### src/rtl/ctrl_filtro_pa20.sv
// Sequencer for the 20 Hz high-pass biquad datapath: history shift plus five
// multiply-accumulate steps per sample, with registered enables and mux selects.
module ctrl_filtro_pa20 #(
    parameter int ARIT_LAT = 1
) (
    input  logic       clk,
    input  logic       reset,
    input  logic       start,
    output logic       en1,
    output logic       en2,
    output logic       en3,
    output logic       en4,
    output logic       en5,
    output logic       en6,
    output logic       en7,
    output logic [2:0] selmuxS,
    output logic [1:0] selmuxC,
    output logic [2:0] selmuxZ,
    output logic       busy,
    output logic       done,
    output logic       overrun
);

    typedef enum logic [1:0] {
        S_IDLE  = 2'd0,
        S_SHIFT = 2'd1,
        S_OP    = 2'd2,
        S_DONE  = 2'd3
    } state_t;

    localparam logic [1:0] LAST_CNT = 2'(ARIT_LAT);

    state_t     state_r, state_s;
    logic [2:0] op_r, op_s;
    logic [1:0] cnt_r, cnt_s;
    logic [6:0] en_r, en_s, dst_s;
    logic [2:0] sels_r, sels_s, selz_r, selz_s;
    logic [1:0] selc_r, selc_s;
    logic       busy_r, busy_s, done_r, done_s, ovr_r, ovr_s;

    // Next-state logic: op index advances after the final wait cycle of each op
    always_comb begin
        state_s = state_r;
        op_s    = op_r;
        cnt_s   = cnt_r;
        case (state_r)
            S_IDLE: begin
                if (start) state_s = S_SHIFT;
                else       state_s = S_IDLE;
            end
            S_SHIFT: begin
                state_s = S_OP;
                op_s    = 3'd1;
                cnt_s   = 2'd0;
            end
            S_OP: begin
                if (cnt_r == LAST_CNT) begin
                    cnt_s = 2'd0;
                    if (op_r == 3'd5) state_s = S_DONE;
                    else              op_s    = op_r + 3'd1;
                end else begin
                    cnt_s = cnt_r + 2'd1;
                end
            end
            S_DONE: begin
                if (start) state_s = S_SHIFT;
                else       state_s = S_IDLE;
            end
            default: state_s = S_IDLE;
        endcase
    end

    // Output decode from the next state so every output can be registered
    always_comb begin
        en_s   = 7'd0;
        dst_s  = 7'd0;
        sels_s = 3'd0;
        selc_s = 2'd0;
        selz_s = 3'd0;
        busy_s = 1'b0;
        done_s = 1'b0;
        ovr_s  = start & busy_r;
        case (state_s)
            S_SHIFT: begin
                en_s   = 7'b000_1100;
                busy_s = 1'b1;
            end
            S_OP: begin
                busy_s = 1'b1;
                case (op_s)
                    3'd1: begin sels_s = 3'd1; selc_s = 2'd2; selz_s = 3'd4; dst_s = 7'b001_0000; end
                    3'd2: begin sels_s = 3'd2; selc_s = 2'd3; selz_s = 3'd1; dst_s = 7'b000_0010; end
                    3'd3: begin sels_s = 3'd0; selc_s = 2'd0; selz_s = 3'd0; dst_s = 7'b010_0000; end
                    3'd4: begin sels_s = 3'd1; selc_s = 2'd1; selz_s = 3'd2; dst_s = 7'b100_0000; end
                    3'd5: begin sels_s = 3'd2; selc_s = 2'd0; selz_s = 3'd3; dst_s = 7'b000_0001; end
                    default: dst_s = 7'd0;
                endcase
                if (cnt_s == LAST_CNT) en_s = dst_s;
                else                   en_s = 7'd0;
            end
            S_DONE: done_s = 1'b1;
            default: en_s = 7'd0;
        endcase
    end

    // State and output registers; reset abandons any sample in flight
    always_ff @(posedge clk) begin
        if (!reset) begin
            state_r <= S_IDLE;
            op_r    <= 3'd0;
            cnt_r   <= 2'd0;
            en_r    <= 7'd0;
            sels_r  <= 3'd0;
            selc_r  <= 2'd0;
            selz_r  <= 3'd0;
            busy_r  <= 1'b0;
            done_r  <= 1'b0;
            ovr_r   <= 1'b0;
        end else begin
            state_r <= state_s;
            op_r    <= op_s;
            cnt_r   <= cnt_s;
            en_r    <= en_s;
            sels_r  <= sels_s;
            selc_r  <= selc_s;
            selz_r  <= selz_s;
            busy_r  <= busy_s;
            done_r  <= done_s;
            ovr_r   <= ovr_s;
        end
    end

    assign {en7, en6, en5, en4, en3, en2, en1} = en_r;
    assign selmuxS = sels_r;
    assign selmuxC = selc_r;
    assign selmuxZ = selz_r;
    assign busy    = busy_r;
    assign done    = done_r;
    assign overrun = ovr_r;

endmodule
### config.mk
export PLATFORM = sky130hd
export DESIGN_NAME = ctrl_filtro_pa20
export DESIGN_NICKNAME = d
export VERILOG_FILES = /design/src/rtl/ctrl_filtro_pa20.sv
export SDC_FILE = /design/constraint.sdc
export NUM_CORES = 1
export LEC_CHECK = 0
export BUFFER_PORTS_ARGS = -buffer_cell sky130_fd_sc_hd__buf_2
export CORE_MARGIN = 1
export CORE_UTILIZATION = 40
export CTS_CLUSTER_DIAMETER = 120
export DETAILED_ROUTE_END_ITERATION = 10
export SLEW_MARGIN = 20
export SYNTH_ARGS = -nofsm -noshare
export SYNTH_HDL_FRONTEND = slang
export SYNTH_SLANG_ARGS = --single-unit
export TNS_END_PERCENT = 100
### constraint.sdc
create_clock -name clk -period 2.3 [get_ports clk]
set_input_delay 0.23 -clock clk [delete_from_list [all_inputs] [get_ports clk]]
set_output_delay 0.23 -clock clk [all_outputs]
set_load 0.02 [all_outputs]
==> out/results.ini <==
[power_and_ir_drop]
p_int_w = 0.000682
p_switching_w = 0.000249
switching_share = 0.268
peakVddDrop_mv = 0.510
pwr-share-comb = 0.243
powerDensity_nw_per_um2 = 703
seq_power_share = 0.440
p_leak_nw = 0.578
p_clk_frac = 0.317

[floorplanning]
dieArea_um2 = 2680
initial_core_util = 0.436
io_pins = 21
rows = 17
core-area_um2 = 2280
die_w_um = 51.8
die_h_um = 51.8

[critical_path]
cp_top_family = simple AND/OR/NAND/NOR gates
path_class = reg2reg
worstReg2RegEnd = en_r[6]
crit_path_end_kind = flip-flop
crit_path_end = en_r[6]
max_stage_delay_ns = 0.57
crit_fanout = 5
cp_common_cell = inv_1
critPathRequiredTime_ns = 2.53
r2r_setup_slack_ns = 0.08
worstPathCellList = inv_1 > ha_2 > nand2_2 > nor2_2 > o21ai_1 > a21oi_1 > inv_1 > ha_4 > or4_4 > nor4_2
crit_buf_inv = 2
slowest_stage = or4_4
crit_arrival_ns = 2.46
crit_start = op_r[1]
reg2reg_depth = 10
start_kind = flip-flop
worstReg2RegStart = op_r[1]
path_depth = 10

[drt]
vias = 792
drt-met1-wl_um = 943
wl_per_cell_um = 12.1
finalWirelength_mm = 1.94
antenna_left = 0
routed-wl-met3_um = 86
first_iter_violations = 13
dr.pass1.iters = 4
vias_per_cell = 4.92
top_layer = met4
wl_met2_um = 886
remaining_drc_errors = 0

[layout]
seqCellArea_um2 = 443
multi_input_area_um2 = 561
areaGrowthSynthToFinish_pct = 33.5
fin_nets = 146
n_antenna_cell = 0
fillCellCount = 207
drive_gt1_frac = 0.429

[place]
numPortBuffers = 19
place_congestion = 0.804
hpwl_mm = 1.34
pre_cts_ws_ns = -0.0169

[clock_network]
numCtsBuffers = 3
holdBufCountCts = 0
cts_root_buf = clkbuf_4
cts_sinks = 22
cts_buffer_depth = 2
clk_pin_slew_ns = 0.13
clock_latency_ns = 0.31
h-tree-depth = 1
cts_tree = built

[yosys]
synthTopCellsByArea = dfxtp_1 44%, ha_1 11%, and2_1 3.8%
netlist_instances = 101
syn_area_per_cell_um2 = 9.82
synth.cell_area_um2 = 992
ys_warn_count = 0
synth-seq-cells = 22
synth_top_area_cell = dfxtp_1
synth_nets = 113
ys_seq_area_frac = 0.444
synth_cell_types = 32
synth_top_area_frac = 0.444
synth_ff_type = dfxtp_1
synth-edff-count = 0
async_flop_share = 0

[sta]
setup_viol = 0
fmax_ghz = 0.450
drv_slew = 0
hold_violations = 0
fin_crit_sh = 0.966
skew_ns = 0.00696
hold-worst-slack_ns = 0.173
finalCriticalPeriod_ns = 2.22
fin_ws_ns = 0.0791

[global_route]
antenna_found_initial = 0
overflow = 0
grt_max_degree = 15
grt_pass1_wl_mm = 2.93
globalRouteTotalUtil = 0.152
grt_pass1_vias = 703

[flow_run]
max_cap_viol_count = 0

[run_status]
status = complete, no violations

[worst_hold_path]
hold_depth = 2
hp-class = in2reg

## power by group through the flow
stage                     registers, W  clock network [W]  logic (W)
after floorplan               0.000431                  0   0.000109
after global placement        0.000417                  0   0.000172
after detailed placement      0.000417                  0   0.000174
after CTS                     0.000409           0.000300   0.000177
after global routing          0.000413           0.000318   0.000251
final                         0.000410           0.000295   0.000226
## metrics by stage
stage | setup TNS (ns) | util | power, W | cell area (µm²) | instances
global placement | 0 | 0.495 | 0.000588 | 1130 | 149
detailed placement | -0.0224 | 0.495 | 0.000592 | 1130 | 149
CTS | 0 | 0.521 | 0.000885 | 1190 | 153
global route | -0.00584 | 0.582 | 0.000983 | 1330 | 161
floorplan | 0 | - | 0.000540 | 992 | 101
finish | 0 | 0.582 | 0.000931 | 1330 | 161
## worst register-to-register path: stages, from the launching register on
cell and delay [ns]:
dfxtp_2 0.35, inv_1 0.05, ha_2 0.18, nand2_2 0.07, nor2_2 0.09, o21ai_1 0.06, a21oi_1 0.19, inv_1 0.10
ha_4 0.22, or4_4 0.57, nor4_2 0.26
## cells in the final DEF (no fill, tap or decap), drive strengths merged, types with 2 or more instances in the layout
master	instances
dfxtp	22
nand3b	2
or4	2
buf	34
nor2	4
inv	7
nand2	9
nand2b	4
ha	9
and3	2
xnor2	2
nor3	3
nor3b	3
o211ai	2
nor4	3
a21oi	3
and2	6
clkbuf	3
nor2b	3
o21ai	2
## routing by layer
layer  vias up  track usage
met1       376        0.187
met3         4       0.0439
met5         -            0
li1        396            -
met2        16        0.234
met4         0       0.0856
## synth_stat cells, types with 3 or more instances
cell      number
nand2b_1       4
nor2_1         4
dfxtp_1       22
nand2_1        9
nor2b_1        3
and2_1         6
inv_1          6
nor3b_1        3
ha_1           9
nor3_1         3
buf_4          3
a21oi_1        3
## worst min-delay path by stage
stage	slack, ns	endpoint	startpoint
6_report	0.17	overrun	start
5_1_grt	0.18	overrun	start
4_1_cts	0.17	overrun	start
3_5_place_dp	0.45	cnt_r[1]	cnt_r[1]
3_3_place_gp	0.46	cnt_r[1]	cnt_r[1]
2_1_floorplan	0.38	overrun	start
## flip-flops by register name, summed over array words and instances, names as in the netlist
signal,cells
overrun,1
busy,1
op_r,3
selmuxC,2
state_r,2
cnt_r,2
selmuxZ,2
done,1
selmuxS,2
en_r,6
## timing repair
item	4_1_cts	5_1_grt
hold endpoints to repair	0	0
pin swaps	2	6
gates resized for setup	2	14
buffers inserted	0	8
setup endpoints to repair	4	9
## kinds of logic after synthesis
family                     after synthesis  share of synthesized area
AOI/OAI and AO/OA                        9                     0.0681
xor gates and xnor gates                 2                     0.0177
adders and majority gates                9                      0.113
buffers and inverters                   13                     0.0756
DFF                                     22                      0.444
muxes                                    2                     0.0214
other                                    1                    0.00378
and+or+nand+nor                         43                      0.256
## final cells by class
cell class,count,area share
sequential,22,0.334
multi-input combinational,66,0.423
clock inverter,1,0.0227
tap,28,0.0264
clock buffer,3,0.0170
timing repair buffer,34,0.157
inverter,7,0.0198
Note: power is estimated with default switching activity, not from simulation.
